[src/rtl/counter_arbiter.sv]
// Round-robin arbiter sharing one counter between NUM_REQ requesters, with a
// watchdog that aborts runs whose done never arrives.
module counter_arbiter #(
    parameter int NUM_REQ        = 4,
    parameter int VALUE_WIDTH    = 8,
    parameter int TIMEOUT_CYCLES = 1024
) (
    input  logic                   clock,
    input  logic                   reset,
    input  logic [NUM_REQ-1:0]     req,
    output logic [NUM_REQ-1:0]     grant,
    output logic [NUM_REQ-1:0]     ack,
    output logic [VALUE_WIDTH-1:0] result,
    output logic                   timeout,
    output logic                   cnt_start,
    input  logic                   cnt_enabled,
    input  logic                   cnt_done,
    input  logic [VALUE_WIDTH-1:0] cnt_value,
    output logic [2:0]             state
);
    localparam int IW = $clog2(NUM_REQ);
    localparam int TW = $clog2(TIMEOUT_CYCLES);
    localparam logic [TW-1:0]      TMO_LAST = TW'(TIMEOUT_CYCLES - 1);
    localparam logic [IW-1:0]      IDX_LAST = IW'(NUM_REQ - 1);
    localparam logic [NUM_REQ-1:0] ONE      = NUM_REQ'(1);

    typedef enum logic [2:0] {
        IDLE      = 3'd0,
        START     = 3'd1,
        WAIT_BUSY = 3'd2,
        RUN       = 3'd3,
        DONE      = 3'd4
    } state_t;

    state_t        st;
    logic [IW-1:0] last;
    logic [IW-1:0] winner;
    logic [IW-1:0] pick;
    logic          pick_valid;
    logic [TW-1:0] tmo_cnt;
    logic          tmo_hit;

    // Handshake: a requester holds req high until it sees its one-cycle ack;
    // grant marks the owner from START through DONE, result/timeout are valid
    // in the ack cycle and held until the next ack.
    assign state   = st;
    assign tmo_hit = (tmo_cnt == TMO_LAST);

    function automatic logic [IW-1:0] wrap_idx(input logic [IW-1:0] base, input int step);
        int sum;
        sum = int'(base) + step;
        if (sum >= NUM_REQ) sum = sum - NUM_REQ;
        return IW'(sum);
    endfunction

    // Search starts just after the last served index so every requester gets a turn.
    always_comb begin
        pick       = '0;
        pick_valid = 1'b0;
        for (int k = 1; k <= NUM_REQ; k++) begin
            if (!pick_valid && req[wrap_idx(last, k)]) begin
                pick       = wrap_idx(last, k);
                pick_valid = 1'b1;
            end
        end
    end

    always_ff @(posedge clock or posedge reset) begin
        if (reset) begin
            st        <= IDLE;
            grant     <= '0;
            ack       <= '0;
            cnt_start <= 1'b0;
            result    <= '0;
            timeout   <= 1'b0;
            last      <= IDX_LAST;
            winner    <= '0;
            tmo_cnt   <= '0;
        end else begin
            case (st)
                IDLE: begin
                    if (pick_valid) begin
                        winner    <= pick;
                        grant     <= ONE << pick;
                        cnt_start <= 1'b1;
                        st        <= START;
                    end
                end
                START: begin
                    cnt_start <= 1'b0;
                    tmo_cnt   <= '0;
                    st        <= WAIT_BUSY;
                end
                WAIT_BUSY: begin
                    // A done still high from the previous run is deliberately ignored here.
                    if (tmo_hit) begin
                        result  <= '0;
                        timeout <= 1'b1;
                        ack     <= grant;
                        st      <= DONE;
                    end else begin
                        tmo_cnt <= tmo_cnt + 1'b1;
                        if (cnt_enabled) st <= RUN;
                    end
                end
                RUN: begin
                    if (cnt_done) begin
                        result  <= cnt_value;
                        timeout <= 1'b0;
                        ack     <= grant;
                        st      <= DONE;
                    end else if (tmo_hit) begin
                        result  <= '0;
                        timeout <= 1'b1;
                        ack     <= grant;
                        st      <= DONE;
                    end else begin
                        tmo_cnt <= tmo_cnt + 1'b1;
                    end
                end
                DONE: begin
                    ack   <= '0;
                    grant <= '0;
                    last  <= winner;
                    st    <= IDLE;
                end
                default: st <= IDLE;
            endcase
        end
    end
endmodule

[config.mk]
export PLATFORM = sky130hd
export DESIGN_NAME = counter_arbiter
export DESIGN_NICKNAME = d
export VERILOG_FILES = /design/src/rtl/counter_arbiter.sv
export SDC_FILE = /design/constraint.sdc
export NUM_CORES = 1
export LEC_CHECK = 0
export ABC_AREA = 1
export BUFFER_PORTS_ARGS = -buffer_cell sky130_fd_sc_hd__buf_2
export CAP_MARGIN = 20
export CORE_MARGIN = 4
export CORE_UTILIZATION = 35
export DETAILED_ROUTE_END_ITERATION = 8
export SYNTH_ARGS = -nofsm -noshare
export SYNTH_HDL_FRONTEND = slang
export SYNTH_SLANG_ARGS = --single-unit
[constraint.sdc]
create_clock -name clock -period 1.5 [get_ports clock]
set_input_delay 0.3 -clock clock [delete_from_list [all_inputs] [get_ports clock]]
set_output_delay 0.3 -clock clock [all_outputs]
set_load 0.005 [all_outputs]
==> results of run 1 <==
-- kinds of logic (layout without fill, tap and decap cells) --
family | count (synthesis) | count (layout) | synth area share (%)
compound gates | 34 | 34 | 11.2
fa+ha+maj | 1 | 1 | 0.637
simple gates | 134 | 134 | 34.9
flops | 35 | 35 | 44.7
xor+xnor | 2 | 2 | 0.892
buf+inv | 36 | 122 | 7.58
-- layout by cell type (no fill, tap or decap), types with 2 or more instances in the layout --
cell        instances
o21ai_1             6
nand2_4            19
or2_2               8
inv_2               9
nand3_1            14
o21ai_2             5
o21ai_0             2
buf_2              36
nor2_1             11
clkinv_4            2
a21oi_2             2
buf_6               2
nor2_2              2
o31ai_2             2
clkinvlp_4          2
buf_4              42
clkbuf_8            7
a22o_1              7
nor2_4              4
nand2_1            45
dfstp_2             2
nor3_1              4
nand3_2             5
a21oi_1             7
dfrtp_1            33
nand4_1             3
inv_1              20
nand2_2            15
-- through the flow --
stage               hold slack [ns]  util (%)  setup WS (ns)  total power, mW  area, µm²
global placement              0.427      44.2         -0.103             4.32       2420
CTS                           0.127      47.5         -0.137             5.32       2600
global route                  0.180      52.3         -0.360             6.39       2860
finish                        0.109      52.3         -0.221             5.85       2860
detailed placement            0.429      44.2         -0.139             4.36       2420
floorplan                     0.440         -        -0.0377             3.45       1970
-- flip-flops by register name, summed over array words and instances (netlist names) --
register,count
winner,2
cnt_start,1
state,3
grant,4
tmo_cnt,10
last,2
ack,4
result,8
timeout,1
-- final cells by class --
class                      instances  area, µm²
sequential                        35        878
fill                             522       2610
timing repair inverter             1       7.51
tap                               72       90.1
multi-input combinational        171       1120
inverter                          33        143
clock buffer                       8        100
timing repair buffer              80        518
-- worst reg2reg max path, delay by kind of cell, from the launching register on --
family | cells | cell delay (ns)
simple gates | 10 | 0.87
flops | 1 | 0.60
buf+inv | 2 | 0.19
-- timing repair --
| action | in CTS | in global routing |
|---|---|---|
| setup buffers | 4 | 13 |
| pin swaps | 9 | 21 |
| gates resized for setup | 15 | 49 |
| gates cloned | 0 | 1 |
| setup endpoints to repair | 14 | 30 |
-- cells in the mapped netlist, drive strengths merged --
library cell  count  area (µm²)
a21boi            1        7.51
a21oi             9        48.8
a22o              7        61.3
a2bb2oi           1        8.76
a31oi             1        6.26
buf               3        21.3
clkinv            2        8.75
dfrtp            33         826
dfstp             2        52.6
ha                1        12.5
inv              31         119
nand2            79         367
nand3            19         100
nand4             4        31.3
nor2             18         106
nor3              5        25.0
nor4              1        6.26
o21ai            13        72.6
o31ai             2        15.0
or2               8        50.1
xnor2             1        8.76
xor2              1        8.76
-- power by group --
group          total (mW)  leakage [nW]  switching, mW  internal (mW)
logic                3.58         0.979           2.00           1.59
registers            1.53         0.435          0.223           1.31
clock network       0.741        0.0515          0.322          0.419
total                5.85          1.47           2.54           3.31
-- how the worst min path moves through the flow --
stage                  from   endpoint  slack [ns]
2_1_floorplan  cnt_value[0]  result[0]        0.44
3_3_place_gp          reset  result[6]        0.43
3_5_place_dp          reset  result[5]        0.43
4_1_cts               reset    timeout        0.13
5_1_grt               reset    timeout        0.18
6_report              reset    timeout        0.11
-- per-layer routing --
| layer | GRT usage [%] | share of wire, % | vias up |
|---|---|---|---|
| li1 | - | - | 954 |
| met1 | 17.6 | 44 | 846 |
| met2 | 23.0 | 49 | 37 |
| met3 | 3.97 | 4.6 | 8 |
| met4 | 6.54 | 2.2 | 0 |
| met5 | 0 | 0 | - |
==> results.sh, run 1 <==
export IMPL_grt_max_degree=36
export IMPL_min_period_over_period_pct=115
export IMPL_worst_pin_slew_ns=0.439
export IMPL_grt_pass1_wl_um=8140
export IMPL_die_w_um=82.9
export IMPL_root_buffer="clkbuf_8"
export IMPL_r2r_cells=12
export IMPL_cp_num_cells=12
export IMPL_final_antenna_net_count=0
export IMPL_r2r_end="grant[3]"
export IMPL_endpoint="grant[3]"
export IMPL_crit_type="reg2reg"
export IMPL_viasPerCell=4.61
export IMPL_outcome="complete, but fails checks"
export IMPL_syn_area_um2=1960
export IMPL_io_buffers=36
export IMPL_violations="setup timing"
export IMPL_initial_core_util_pct=35.9
export IMPL_crit_buf_inv=2
export IMPL_cap_violations=0
export IMPL_seq_area_frac_synth_pct=44.7
export IMPL_grt_use_total_pct=14.2
export IMPL_cp_startpoint="last[0]"
export IMPL_grt_pass1_vias=1818
export IMPL_synth_cell_type_count=36
export IMPL_reg2reg_from="last[0]"
export IMPL_clock_sinks=35
export IMPL_syn_instance_count=242
export IMPL_cts_hold_fix_buffers=0
export IMPL_cp_cell_sequence="clkinv_4, nand2_4, nand2_4, nand2_4, nand2_4, nor2_8, nand4_1, nand2_2, nand2_2, inv_2, nand2_1, nand2_1"
export IMPL_start_kind="flop"
export IMPL_antenna_found_initial=0
export IMPL_slew_headroom_pct=70.7
export IMPL_slowest_stage="dfstp_2"
export IMPL_slew_viol_final=0
export IMPL_skew_ns=0.00700
export IMPL_first_pass_iters=4
export IMPL_drt_iter0_markers=106
export IMPL_cts_inserted_buffers=5
export IMPL_nets=344
export IMPL_path_delay_family="simple AND/OR/NAND/NOR gates"
export IMPL_area_growth_pct=45.7
export IMPL_avgSynthCellArea_um2=8.11
export IMPL_crit_top_cell="nand2_4"
export IMPL_drive_above_1_share_pct=51.8
export IMPL_cts_reportedPaths_clkPinSlew_ns=0.07
export IMPL_clk_path_buf_depth=2
export IMPL_grt_ovfl_total=0
export IMPL_ys_warnings_count=0
export IMPL_final_setup_tns_ns=-1.28
export IMPL_ys_seq_elements=35
export IMPL_p_leak_nw=1.47
export IMPL_vias=1845
export IMPL_stdcell_count=400
export IMPL_cts_max_level=2
export IMPL_ios=37
export IMPL_reg2reg_slack_ns=-0.22
export IMPL_worstPathMaxFanout=8
export IMPL_cp_slowest_stage_delay_ns=0.60
export IMPL_drt_total_wl_um=4910
export IMPL_arrival_ns=1.94
export IMPL_crit_required_ns=1.72
export IMPL_drc=0
export IMPL_rsz0062_at_grt="true"
export IMPL_vdd_drop_max_uv=1120
export IMPL_hp_class="in2async"
export IMPL_powerDensity_nw_per_um2=2050
export IMPL_coreArea_um2=5470
export IMPL_die_h_um=82.9
export IMPL_period_needed_ns=1.72
export IMPL_place_inst=374
export IMPL_antennaDiodeCount=0
export IMPL_cts_tree="built"
export IMPL_fin_ws_ns=-0.221
export IMPL_rows=27
export IMPL_fmax_ghz=0.581
export IMPL_gp_congestion=0.872
export IMPL_dieArea_um2=6870
export IMPL_setup_viol=10
export IMPL_syn_num_nets=259
export IMPL_cp_end_kind="flop"
export IMPL_hold_viol=0
export IMPL_clk_latency_ns=0.28
export IMPL_wire_per_inst_um=12.3
export IMPL_hpwlAfterDp_um=3280
Note: power is estimated with default switching activity, not from simulation.
==> run 2, diff against run 1 <==
--- a/config.mk
+++ b/config.mk
@@ -11,6 +11,7 @@
 export CORE_MARGIN = 4
 export CORE_UTILIZATION = 35
 export DETAILED_ROUTE_END_ITERATION = 8
+export RECOVER_POWER = 100
 export SYNTH_ARGS = -nofsm -noshare
 export SYNTH_HDL_FRONTEND = slang
 export SYNTH_SLANG_ARGS = --single-unit
==> run 2 against run 1 <==
  * The run still ends with setup timing left
  * Register-to-register slack is essentially flat
  * Highest routed layer unchanged
  * Sequential cell count unchanged
  * Final cell count did not move
  * Non-clock buffer count did not move
  * Wire length is 0.12% higher
  * Design area decreased by 1.1%
  * Clock-buffer cell count unchanged
==> results.sh, run 2 (synthesis results as in run 1) <==
export IMPL_largest_registers="tmo_cnt (10), result (8)"
export IMPL_powerDensity_nw_per_um2=2050
export IMPL_p_seq_share_pct=26.4
export IMPL_viasPerCell=4.63
export IMPL_clkPwrFrac_pct=12.7
export IMPL_crit_required_ns=1.72
export IMPL_grt_ovfl_total=0
export IMPL_drt_iter0_markers=97
export IMPL_final_antenna_net_count=0
export IMPL_clk_path_buf_depth=2
export IMPL_vdd_drop_max_uv=1130
export IMPL_skew_ns=0.00634
export IMPL_drc=0
export IMPL_seqCellArea_um2=878
export IMPL_cts_max_level=2
export IMPL_gp_congestion=0.872
export IMPL_cts_inserted_buffers=5
export IMPL_p_leak_nw=1.43
export IMPL_worstPathMaxFanout=8
export IMPL_setup_viol=18
export IMPL_crit_type="reg2reg"
export IMPL_antennaDiodeCount=0
export IMPL_vias=1852
export IMPL_cts_tree="built"
export IMPL_outcome="complete, but fails checks"
export IMPL_clk_latency_ns=0.28
export IMPL_antenna_found_initial=0
export IMPL_period_needed_ns=1.72
export IMPL_drt_total_wl_um=4920
export IMPL_coreArea_um2=5470
export IMPL_cts_reportedPaths_clkPinSlew_ns=0.07
export IMPL_p_sw_mw=2.53
export IMPL_ios=37
export IMPL_final_common_cell="nand2_1"
export IMPL_rsz0062_at_grt="true"
export IMPL_hp_class="in2reg"
export IMPL_power_mw=5.79
export IMPL_switching_share_pct=43.7
export IMPL_area_growth_pct=44.0
export IMPL_reg2reg_slack_ns=-0.22
export IMPL_io_buffers=36
export IMPL_fillers=534
export IMPL_min_period_over_period_pct=115
export IMPL_hold_viol=0
export IMPL_grt_pass1_wl_um=8140
export IMPL_fin_util_pct=51.7
export IMPL_p_int_mw=3.26
export IMPL_rows=27
export IMPL_wire_per_inst_um=12.3
export IMPL_initial_core_util_pct=35.9
export IMPL_root_buffer="clkbuf_8"
export IMPL_cap_violations=0
export IMPL_grt_max_degree=36
export IMPL_multiInputGateArea_um2=1110
export IMPL_cp_end_kind="flop"
export IMPL_p_comb_share_pct=60.9
export IMPL_whs_ns=0.245
export IMPL_dieArea_um2=6870
export IMPL_worst_pin_slew_ns=0.859
export IMPL_slew_headroom_pct=42.7
export IMPL_drive_above_1_share_pct=47.9
export IMPL_clock_sinks=35
export IMPL_violations="setup timing"
export IMPL_largest_register="tmo_cnt"
export IMPL_die_w_um=82.9
export IMPL_grt_use_total_pct=14.2
export IMPL_slew_viol_final=0
export IMPL_start_kind="flop"
export IMPL_nets=344
export IMPL_fin_ws_ns=-0.222
export IMPL_fmax_ghz=0.581
export IMPL_arrival_ns=1.94
export IMPL_first_pass_iters=4
export IMPL_hpwlAfterDp_um=3280
export IMPL_grt_pass1_vias=1818
export IMPL_final_cell_mix="nand2_1 (46), buf_4 (39), dfrtp_1 (33)"
export IMPL_largest_reg_flops=10
export IMPL_die_h_um=82.9
==> run 2: cell type report <==
class | instances | area share (%)
inverter | 33 | 5.04
tap | 72 | 3.19
timing repair inverter | 1 | 0.265
multi-input combinational | 171 | 39.3
sequential | 35 | 31.1
timing repair buffer | 80 | 17.6
clock buffer | 8 | 3.54
==> run 2: metrics by stage <==
step	setup WS (ns)	TNS, ns	cell area (µm²)	std cells
floorplan	-0.0377	-0.112	1970	242
global placement	-0.103	-0.628	2420	374
detailed placement	-0.139	-0.879	2420	374
CTS	-0.137	-0.834	2600	386
global route	-0.360	-4.63	2830	400
finish	-0.222	-2.02	2830	400
==> run 2: power by group through the flow <==
stage | clock (mW) | sequential (mW) | combinational (mW)
after floorplan | 0 | 1.53 | 1.92
after global placement | 0 | 1.54 | 2.78
after detailed placement | 0 | 1.55 | 2.81
after CTS | 0.762 | 1.54 | 3.02
after global routing | 0.807 | 1.57 | 3.95
final | 0.738 | 1.53 | 3.53
==> run 2: what timing repair did <==
item | 4_1_cts | 5_1_grt
endpoints found under the setup margin | 14 | 30
setup buffers | 4 | 13
pin swaps | 9 | 21
gates cloned | 0 | 1
hold buffers | 0 | 0
gates resized for setup | 15 | 49
==> run 2: layer usage <==
| metal | track usage, % | routed length, µm | vias to the layer above |
|---|---|---|---|
| met2 | 23.0 | 2430 | 37 |
| met4 | 6.54 | 110 | 0 |
| li1 | - | - | 953 |
| met5 | 0 | 0 | - |
| met1 | 17.6 | 2150 | 854 |
| met3 | 3.97 | 232 | 8 |
==> run 2: worst paths after layout <==
| check | startpoint | endpoint | cells past startpoint |
|---|---|---|---|
| worst min register to register | cnt_start | cnt_start | 2 |
| worst min-delay path | cnt_value[2] | result[2] | 2 |
| worst max register to register | last[0] | grant[3] | 12 |
| worst max-delay path | last[0] | grant[3] | 12 |
| min in group asynchronous | reset | timeout | 3 |
| max in group asynchronous | reset | tmo_cnt[5] | 3 |
==> run 2: critical path: stages (launching register included) <==
cell,delay (ns)
dfstp_2,0.60
clkinv_4,0.14
nand2_4,0.10
nand2_4,0.06
nand2_4,0.09
nand2_4,0.08
nor2_8,0.10
nand4_1,0.16
nand2_2,0.13
nand2_2,0.06
inv_2,0.05
nand2_1,0.04
nand2_1,0.05
==> run 3, diff against run 2 <==
--- a/config.mk
+++ b/config.mk
@@ -5,7 +5,6 @@
 export SDC_FILE = /design/constraint.sdc
 export NUM_CORES = 1
 export LEC_CHECK = 0
-export ABC_AREA = 1
 export BUFFER_PORTS_ARGS = -buffer_cell sky130_fd_sc_hd__buf_2
 export CAP_MARGIN = 20
 export CORE_MARGIN = 4
@@ -15,3 +14,4 @@
 export SYNTH_ARGS = -nofsm -noshare
 export SYNTH_HDL_FRONTEND = slang
 export SYNTH_SLANG_ARGS = --single-unit
+export TNS_END_PERCENT = 50
==> run 3 against run 2 <==
  * The flow now finishes without violations
  * Total power is 29% lower
  * Setup slack gained 0.23 ns
  * Largest cell class unchanged
  * Sequential cell count did not move
  * Fmax increased by 16%
  * Clock power is 10% lower
  * First-iteration DRC count decreased by 48%
  * Sequential power rose by 3%
  * Non-clock buffer count shrank 12
  * Via count is 17% lower
==> results.sh, run 3 <==
export IMPL_outcome="finished, final reports clean"
export IMPL_dieArea_um2=6080
export IMPL_final_common_cell="dfrtp_1"
export IMPL_yosysTopAreaCell="dfrtp_1"
export IMPL_cap_violations=0
export IMPL_synth_mux_area_share_pct=3.07
export IMPL_root_buffer="clkbuf_8"
export IMPL_nets=248
export IMPL_gp_congestion=0.790
export IMPL_worstPathMaxFanout=8
export IMPL_rsz0062_at_grt="true"
export IMPL_synth_most_common_cell="dfrtp_1"
export IMPL_top_usage_layer="met2"
export IMPL_avgSynthCellArea_um2=10.7
export IMPL_hp_class="in2reg"
export IMPL_multiInputGateArea_um2=888
export IMPL_cp_end_kind="flop"
export IMPL_vias=1537
export IMPL_slew_headroom_pct=41.8
export IMPL_grt_max_degree=36
export IMPL_vdd_drop_max_uv=1060
export IMPL_arrival_ns=1.70
export IMPL_synth_top_family_by_area="compound AO/OA/AOI/OAI gates"
export IMPL_antenna_found_initial=0
export IMPL_syn_num_nets=177
export IMPL_drive_above_1_share_pct=39.2
export IMPL_grt_ovfl_total=0
export IMPL_synthArstFlopShare_pct=100
export IMPL_initial_core_util_pct=36.3
export IMPL_synth_xor_area_share_pct=0
export IMPL_gr_usage_met2_pct=24.2
export IMPL_seqCellArea_um2=882
export IMPL_synth_top_cell_area_share_pct=48.2
export IMPL_drc=0
export IMPL_min_period_over_period_pct=99.2
export IMPL_setup_viol=0
export IMPL_drt_total_wl_um=4300
export IMPL_powerDensity_nw_per_um2=1740
export IMPL_synth_edff_count=0
export IMPL_cts_reportedPaths_clkPinSlew_ns=0.07
export IMPL_slew_viol_final=0
export IMPL_ios=37
export IMPL_largest_register="tmo_cnt"
export IMPL_path_delay_family="simple AND/OR/NAND/NOR gates"
export IMPL_synth_cell_type_count=47
export IMPL_use_met3_pct=3.94
export IMPL_worst_pin_slew_ns=0.873
export IMPL_stdcell_count=299
export IMPL_crit_type="reg2reg"
export IMPL_clk_path_buf_depth=2
export IMPL_synthAdderAreaFrac_pct=0.730
export IMPL_met1_usage_pct=19.7
export IMPL_first_pass_iters=4
export IMPL_ys_seq_elements=35
export IMPL_coreArea_um2=4720
export IMPL_place_inst=285
export IMPL_final_cell_mix="dfrtp_1 (30), buf_4 (28), buf_2 (24)"
export IMPL_ys_warnings_count=0
export IMPL_drt_iter0_markers=50
export IMPL_synthTopCellsByArea="dfrtp_1 (48%), a22o_1 (4.1%), dfstp_2 (3.1%)"
export IMPL_seq_area_frac_synth_pct=51.2
export IMPL_hold_viol=0
export IMPL_hpwlAfterDp_um=3130
export IMPL_period_needed_ns=1.49
export IMPL_power_mw=4.10
export IMPL_cts_inserted_buffers=5
export IMPL_grt_pass1_vias=1564
export IMPL_cp_slowest_stage_delay_ns=0.52
export IMPL_cts_tree="built"
export IMPL_synth_compound_area_share_pct=21.5
export IMPL_largest_reg_flops=10
export IMPL_grt_pass1_wl_um=7280
export IMPL_crit_required_ns=1.71
export IMPL_viasPerCell=5.14
export IMPL_cts_max_level=2
export IMPL_area_growth_pct=37.7
export IMPL_die_h_um=78.0
export IMPL_wire_per_inst_um=14.4
export IMPL_synthFlopType="dfrtp_1"
export IMPL_io_buffers=36
export IMPL_cp_cell_sequence="or4_4, or2_4, o21ai_1"
export IMPL_fillers=475
export IMPL_die_w_um=78.0
export IMPL_ys_top_cells_by_count="dfrtp_1 (33), nand2_1 (14), nand3_1 (9), a22o_1 (8), nor2_1 (8)"
export IMPL_crit_buf_inv=0
export IMPL_syn_instance_count=160
export IMPL_largest_registers="tmo_cnt (10), result (8)"
export IMPL_rows=25
export IMPL_antennaDiodeCount=0
export IMPL_clock_sinks=35
export IMPL_skew_ns=0.00918
export IMPL_yosys_area_share_simple_pct=20.6
export IMPL_final_antenna_net_count=0
export IMPL_syn_area_um2=1710
export IMPL_start_kind="flop"
export IMPL_p_leak_nw=1.10
export IMPL_clk_latency_ns=0.29
export IMPL_slowest_stage="or4_4"
export IMPL_fmax_ghz=0.672
export IMPL_grt_use_total_pct=15.1
## run 3: timing repair
item,CTS,global route
hold buffers,0,0
pin swaps,1,7
resized for setup,5,18
setup endpoints to repair,10,23
buffers inserted,0,5
gates cloned,0,1
hold endpoints to repair,0,0
## run 3: cell families after synthesis
| logic type | Yosys count |
|---|---|
| AO/OA/AOI/OAI | 47 |
| multiplexers | 5 |
| flip-flops | 35 |
| AND/OR/NAND/NOR | 61 |
| adder cells (fa/ha/maj) | 1 |
| buffers and inverters | 11 |
## run 3: area by class of cell
cell class	instances	area share, %
inverter	6	0.954
tap	67	3.55
multi-input combinational	115	37.6
clock buffer	7	3.23
timing repair buffer	68	17.0
sequential	35	37.4
clock inverter	1	0.318
## run 3: final timing paths
kind	from	end	slack, ns	cells after the start
hold / removal	cnt_value[6]	result[6]	0.22	2
setup reg to reg	state[1]	grant[2]	0.01	3
min in group asynchronous	reset	result[1]	0.26	3
hold reg to reg	winner[1]	winner[1]	0.48	2
setup / recovery	state[1]	grant[2]	0.01	3
max in group asynchronous	reset	state[0]	0.63	3
## run 3: power by group
group	total (mW)	internal [mW]	switching [mW]
clock	0.664	0.328	0.336
sequential	1.57	1.30	0.268
combinational	1.86	0.955	0.908
## run 3: per-layer routing
metal	part of all wire [%]	wire (µm)
met4	1.2	51
met2	49	2110
met3	3.1	135
met1	47	2000
met5	0	0
## run 3: per-stage QoR
step	hold WS (ns)	utilization [%]	TNS [ns]	worst slack [ns]	instance area, µm²
2_1_floorplan	0.433	-	-0.104	-0.0395	1740
3_3_place_gp	0.424	46.2	-0.0451	-0.0191	2180
3_5_place_dp	0.427	46.2	-0.146	-0.0502	2180
4_1_cts	0.119	48.4	0	0.00699	2290
5_1_grt	0.208	50.0	-0.284	-0.0570	2360
6_report	0.221	50.0	0	0.0116	2360
